File: config.mk
export PLATFORM = sky130hd
export DESIGN_NAME = prog_loader_flat
export DESIGN_NICKNAME = d
export VERILOG_FILES = /design/src/rtl/prog_loader_if.sv /design/src/rtl/prog_loader.sv /design/src/flat_wrapper.sv
export SDC_FILE = /design/constraint.sdc
export NUM_CORES = 1
export LEC_CHECK = 0
export ABC_AREA = 1
export CAP_MARGIN = 5
export CORE_MARGIN = 8
export CORE_UTILIZATION = 30
export CTS_BUF_LIST = sky130_fd_sc_hd__clkbuf_16
export DETAILED_ROUTE_END_ITERATION = 7
export PLACE_DENSITY_LB_ADDON = 0.3
export SYNTH_ARGS = -nofsm -noshare
export SYNTH_HDL_FRONTEND = slang
export SYNTH_SLANG_ARGS = --single-unit
File: constraint.sdc
create_clock -name clock -period 4.18 [get_ports clock]
set_clock_uncertainty 0.2 [all_clocks]
set_input_delay 0.836 -clock clock [delete_from_list [all_inputs] [get_ports clock]]
set_output_delay 0.836 -clock clock [all_outputs]
set_load 0.02 [all_outputs]
File: src/rtl/prog_loader_if.sv
// Host byte stream, program-memory write port and CPU hold/status lines of the program loader.
// master = host/memory side, slave = loader.
interface prog_loader_if;
  logic [7:0] rx_data;
  logic       rx_valid;
  logic       rx_ready;
  logic [7:0] mem_addr;
  logic [7:0] mem_wdata;
  logic       mem_we;
  logic       mem_ack;
  logic       cpu_halt;
  logic       busy;
  logic       load_done;
  logic       load_error;

  modport master (
    output rx_data, rx_valid, mem_ack,
    input  rx_ready, mem_addr, mem_wdata, mem_we, cpu_halt, busy, load_done, load_error
  );

  modport slave (
    input  rx_data, rx_valid, mem_ack,
    output rx_ready, mem_addr, mem_wdata, mem_we, cpu_halt, busy, load_done, load_error
  );
endinterface

File: src/rtl/prog_loader.sv
// Program loader: parses SYNC, ADDR, LEN, data..., CSUM frames from the host byte stream and
// issues sequential program-memory writes while holding the CPU halted.
module prog_loader #(
  parameter logic [7:0]  SYNC_BYTE = 8'hA5,
  parameter int unsigned TIMEOUT   = 1024
) (
  input logic          clock,
  input logic          reset,
  prog_loader_if.slave bus
);

  localparam int unsigned TW         = (TIMEOUT > 1) ? $clog2(TIMEOUT) : 1;
  localparam bit          TimeoutEn  = (TIMEOUT != 0);
  localparam logic [TW-1:0] TmoLast  = TW'(TIMEOUT - 1);

  typedef enum logic [2:0] {
    StIdle,
    StAddr,
    StLen,
    StData,
    StWrite,
    StCsum,
    StDone
  } state_e;

  state_e        state_q, state_d;
  logic [7:0]    addr_q, addr_d;
  logic [7:0]    wdata_q, wdata_d;
  logic [8:0]    count_q, count_d;
  logic [7:0]    csum_q, csum_d;
  logic [TW-1:0] tmo_q, tmo_d;
  logic          we_q, we_d;
  logic          halt_q, halt_d;
  logic          done_q, done_d;
  logic          err_q, err_d;

  logic ready_state;
  logic timed;
  logic accept;
  logic tmo_hit;

  assign ready_state = (state_q != StWrite) && (state_q != StDone);
  assign timed       = (state_q == StAddr) || (state_q == StLen) ||
                       (state_q == StData) || (state_q == StCsum);
  assign accept      = bus.rx_valid && ready_state;
  assign tmo_hit     = TimeoutEn && timed && !accept && (tmo_q == TmoLast);

  always_comb begin
    state_d = state_q;
    addr_d  = addr_q;
    wdata_d = wdata_q;
    count_d = count_q;
    csum_d  = csum_q;
    tmo_d   = '0;
    we_d    = we_q;
    halt_d  = halt_q;
    done_d  = 1'b0;
    err_d   = err_q;

    // Idle-cycle counter only runs while waiting for a host byte inside a frame.
    if (timed && !accept) begin
      tmo_d = tmo_q + TW'(1);
    end

    unique case (state_q)
      StIdle: begin
        if (accept && (bus.rx_data == SYNC_BYTE)) begin
          state_d = StAddr;
          err_d   = 1'b0;
          halt_d  = 1'b1;
        end
      end
      StAddr: begin
        if (accept) begin
          addr_d  = bus.rx_data;
          state_d = StLen;
        end
      end
      StLen: begin
        if (accept) begin
          count_d = (bus.rx_data == 8'h00) ? 9'd256 : {1'b0, bus.rx_data};
          csum_d  = 8'h00;
          state_d = StData;
        end
      end
      StData: begin
        if (accept) begin
          wdata_d = bus.rx_data;
          csum_d  = csum_q + bus.rx_data;
          we_d    = 1'b1;
          state_d = StWrite;
        end
      end
      StWrite: begin
        if (bus.mem_ack) begin
          we_d    = 1'b0;
          addr_d  = addr_q + 8'd1;
          count_d = count_q - 9'd1;
          state_d = (count_q == 9'd1) ? StCsum : StData;
        end
      end
      StCsum: begin
        if (accept) begin
          if (bus.rx_data == csum_q) begin
            done_d  = 1'b1;
            state_d = StDone;
          end else begin
            err_d   = 1'b1;
            halt_d  = 1'b0;
            state_d = StIdle;
          end
        end
      end
      StDone: begin
        halt_d  = 1'b0;
        state_d = StIdle;
      end
      default: state_d = StIdle;
    endcase

    if (tmo_hit) begin
      err_d   = 1'b1;
      halt_d  = 1'b0;
      tmo_d   = '0;
      state_d = StIdle;
    end
  end

  always_ff @(posedge clock or posedge reset) begin
    if (reset) begin
      state_q <= StIdle;
      addr_q  <= 8'h00;
      wdata_q <= 8'h00;
      count_q <= 9'd0;
      csum_q  <= 8'h00;
      tmo_q   <= '0;
      we_q    <= 1'b0;
      halt_q  <= 1'b0;
      done_q  <= 1'b0;
      err_q   <= 1'b0;
    end else begin
      state_q <= state_d;
      addr_q  <= addr_d;
      wdata_q <= wdata_d;
      count_q <= count_d;
      csum_q  <= csum_d;
      tmo_q   <= tmo_d;
      we_q    <= we_d;
      halt_q  <= halt_d;
      done_q  <= done_d;
      err_q   <= err_d;
    end
  end

  // Gated by reset so nothing is offered to the host while held in reset.
  assign bus.rx_ready   = ready_state && !reset;
  assign bus.mem_addr   = addr_q;
  assign bus.mem_wdata  = wdata_q;
  assign bus.mem_we     = we_q;
  assign bus.cpu_halt   = halt_q;
  assign bus.busy       = (state_q != StIdle);
  assign bus.load_done  = done_q;
  assign bus.load_error = err_q;

endmodule

File: src/flat_wrapper.sv
// flat-port wrapper written by rule: the top's interface ports become plain ports
module prog_loader_flat 
#(
  parameter logic [7:0]  SYNC_BYTE = 8'hA5,
  parameter int unsigned TIMEOUT   = 1024
)
  (clock, reset, bus_rx_data, bus_rx_valid, bus_mem_ack, bus_rx_ready, bus_mem_addr, bus_mem_wdata, bus_mem_we, bus_cpu_halt, bus_busy, bus_load_done, bus_load_error);
  prog_loader_if bus_i ();
  input logic clock;
  input logic reset;
  input wire logic [$bits(bus_i.rx_data)-1:0] bus_rx_data;
  input wire logic [$bits(bus_i.rx_valid)-1:0] bus_rx_valid;
  input wire logic [$bits(bus_i.mem_ack)-1:0] bus_mem_ack;
  output wire logic [$bits(bus_i.rx_ready)-1:0] bus_rx_ready;
  output wire logic [$bits(bus_i.mem_addr)-1:0] bus_mem_addr;
  output wire logic [$bits(bus_i.mem_wdata)-1:0] bus_mem_wdata;
  output wire logic [$bits(bus_i.mem_we)-1:0] bus_mem_we;
  output wire logic [$bits(bus_i.cpu_halt)-1:0] bus_cpu_halt;
  output wire logic [$bits(bus_i.busy)-1:0] bus_busy;
  output wire logic [$bits(bus_i.load_done)-1:0] bus_load_done;
  output wire logic [$bits(bus_i.load_error)-1:0] bus_load_error;
  assign bus_i.rx_data = bus_rx_data;
  assign bus_i.rx_valid = bus_rx_valid;
  assign bus_i.mem_ack = bus_mem_ack;
  assign bus_rx_ready = bus_i.rx_ready;
  assign bus_mem_addr = bus_i.mem_addr;
  assign bus_mem_wdata = bus_i.mem_wdata;
  assign bus_mem_we = bus_i.mem_we;
  assign bus_cpu_halt = bus_i.cpu_halt;
  assign bus_busy = bus_i.busy;
  assign bus_load_done = bus_i.load_done;
  assign bus_load_error = bus_i.load_error;
  prog_loader #(.SYNC_BYTE(SYNC_BYTE), .TIMEOUT(TIMEOUT)) u_core (.clock(clock), .reset(reset), .bus(bus_i));
endmodule
==> impl_metrics.toml <==
[setup_path]
worst_setup_path_start_kind = "primary input"
path_cells = "clkdlybuf4s50_1 -> nor2_1 -> clkdlybuf4s50_1"
crit_top_cell = "clkdlybuf4s50_1"
crit_slowest_cell = "clkdlybuf4s50_1"
criticalPathCategory = "primary input to output pin"
r2r_slack_ns = 2.26
cp_data_required_time_ns = 3.14
path_max_fanout = 2
crit_path_end_kind = "output pin"
rr_worst_depth = 8
r2r-start = "u_core.state_q[0]$_DFFE_PP0P_"
arrival_ns = 1.99
reg2reg_to = "u_core.count_q[2]$_DFFE_PP0P_"
max_stage_delay_ns = 0.61

[place]
place_congestion = 0.831
place.port_buffers = 33
dp_hpwl_microns = 5630

[logic_synthesis]
async_reset_ff_share_pct = 100
syn_area_sq_mm = 0.00311
syn_inst = 416
synth-edff-count = 0
yosysMostFrequentCell = "nand2_1"
synth_top_area_cell = "dfrtp_1"
yosys-top-cells-count = "nand2_1 (106), inv_1 (56), dfrtp_1 (50)"
synth.net_count = 440
ys_seq_area_share_pct = 40.3
synth_ff_type = "dfrtp_1"
synth.area.top_cells = "dfrtp_1 (40%), nand2_1 (13%), inv_1 (6.8%)"
ys_ff_latch = 50
synth_warnings = 0
synth_area_per_cell_sq_um = 7.47
synth_cell_types = 41
yosysTopAreaCellShare_pct = 40.3

[routing]
antenna_left = 0
first_pass_iters = 4
drc_errors = 0
wire_per_inst_microns = 12.8
drt-initial-drc-count = 141
vias = 2757
routed_wl_microns = 7530
via_per_inst = 4.70

[layout]
num_antenna_cells = 0
fin_nets = 474
area_delta_synth_final_pct = 19.2
fillers = 1086
post-route-util_pct = 36.3
final_layout_size_suffix_gt1_share_pct = 8.65

[timing]
tns_ns = 0
finalCritPeriodShare_pct = 72.3
hold_slack_ns = 0.267
rsz0062_at_grt = "false"
slew_violations = 0
finalHoldViolations = 0
finalSetupViolations = 0
post-route-min-period_ns = 3.02
slew_headroom_pct = 28.9
tightest_slew_ns = 1.06
fmax_mhz = 331

[power_and_ir_drop]
pwr-share-seq_pct = 33.0
power.density_mw_per_mm2 = 669
intPower_uw = 1380
p_leak_uw = 0.00178
netSwitchingFraction_pct = 44.1
p_switching_uw = 1090
pwr-share-clk_pct = 15.8
vdd_drop_max_mv = 0.241
total_power_uw = 2480
p_comb_share_pct = 51.3

[flow_run]
drv_cap = 0

[grt]
grt_pass1_wl_microns = 12900
grt_pass1_vias = 2739
grt_max_degree = 51
grt_remaining_overflow = 0
antenna_found_initial = 0
grtUsageTotal_pct = 11.1

[floorplanning]
die_area_sq_mm = 0.0139
initial_core_util_pct = 30.5
rows = 37
dieHeight_microns = 118
ioPinCount = 34
die-width_microns = 118
core-area_sq_mm = 0.0102

[clock_network]
clk_path_buf_depth = 2
clk_latency_ns = 0.29
cts_tree = "done"
root_buffer = "clkbuf_16"
htreeDepth = 2
cts_setup_buffers = 0
hold_buffers = 0
cts_made_buffers = 5
cts.clk_slew.worst_paths_ns = 0.06
clock-sinks = 50
cts_resized = 0

[min_path]
hold_depth = 1
min_to = "u_core.tmo_q[0]$_DFF_PP0_"
worstHoldStart = "u_core.tmo_q[0]$_DFF_PP0_"
min_path_type = "flip-flop to flip-flop"

[status]
status = "complete, no violations"
==> per-layer routing <==
| metal | global-route usage [%] | part of all wire (%) | vias up | wire, microns |
|---|---|---|---|---|
| li1 | - | - | 1428 | - |
| met1 | 13.6 | 48 | 1275 | 3650 |
| met2 | 18.4 | 45 | 48 | 3410 |
| met3 | 3.02 | 4.8 | 6 | 362 |
| met4 | 3.52 | 1.4 | 0 | 108 |
| met5 | 0 | 0 | - | 0 |
==> cell type report <==
cell class                      count  area [sq um]  area share [%]
Timing Repair Buffer               33           330            8.92
Tap cell                          136           170            4.60
Inverter                           64           244            6.59
Clock buffer                        5           125            3.38
Sequential cell                    50          1250            33.8
Multi-Input combinational cell    296          1560            42.3
Clock inverter                      3          16.3           0.439
==> worst max path at each step <==
| stage | slack [ns] | endpoint | from | cells after the start |
|---|---|---|---|---|
| 2_1_floorplan | 1.94 | u_core.bus.cpu_halt$_DFFE_PP0P_ | reset | 1 |
| 3_3_place_gp | 1.16 | bus_rx_ready | reset | 3 |
| 3_5_place_dp | 1.15 | bus_rx_ready | reset | 3 |
| 4_1_cts | 1.15 | bus_rx_ready | reset | 3 |
| 5_1_grt | 1.11 | bus_rx_ready | reset | 3 |
| 6_report | 1.16 | bus_rx_ready | reset | 3 |
==> layout by cell type, fill, tap and decap left out, drive strengths merged, types with 2 or more instances in the layout <==
master,count
a21oi,20
a22o,2
a22oi,3
a31oi,3
clkbuf,5
clkdlybuf4s50,33
clkinv,4
dfrtp,50
ha,11
inv,63
nand2,109
nand3,31
nand4,8
nor2,46
nor3,7
o211ai,3
o21a,4
o21ai,35
o22ai,3
xnor2,3
==> registers in the layout, indices dropped and copies added (netlist names) <==
register,count
u_core.bus.cpu_halt,1
u_core.bus.load_done,1
u_core.bus.load_error,1
u_core.bus.mem_addr,8
u_core.bus.mem_wdata,8
u_core.bus.mem_we,1
u_core.count_q,9
u_core.csum_q,8
u_core.state_q,3
u_core.tmo_q,10
==> metrics by stage <==
stage | setup slack (ns) | instance area (sq um) | std cells
5_1_grt | 1.11 | 3700 | 587
2_1_floorplan | 1.94 | 3110 | 416
3_5_place_dp | 1.15 | 3560 | 579
4_1_cts | 1.15 | 3700 | 587
3_3_place_gp | 1.16 | 3560 | 579
6_report | 1.16 | 3700 | 587
==> critical path, delay by kind of cell <==
family	cells	cell delay, ns
buffers and inverters	2	1.04
and+or+nand+nor	1	0.11
==> power groups by stage <==
stage | Sequential, uW | Clock (uW) | Combinational, uW
floorplan | 896 | 0 | 801
global placement | 815 | 0 | 1250
detailed placement | 822 | 0 | 1270
CTS | 815 | 406 | 1280
global route | 846 | 421 | 1430
finish | 816 | 391 | 1270
==> logic make-up after synthesis <==
family          count (synthesis)  synth area share [%]
flops                          50                  40.3
simple gates                  203                  28.8
xor+xnor                        4                  1.13
fa+ha+maj                      12                  5.08
buf+inv                        70                  9.35
compound gates                 77                  15.4
Power figures use the tool's default switching activity.
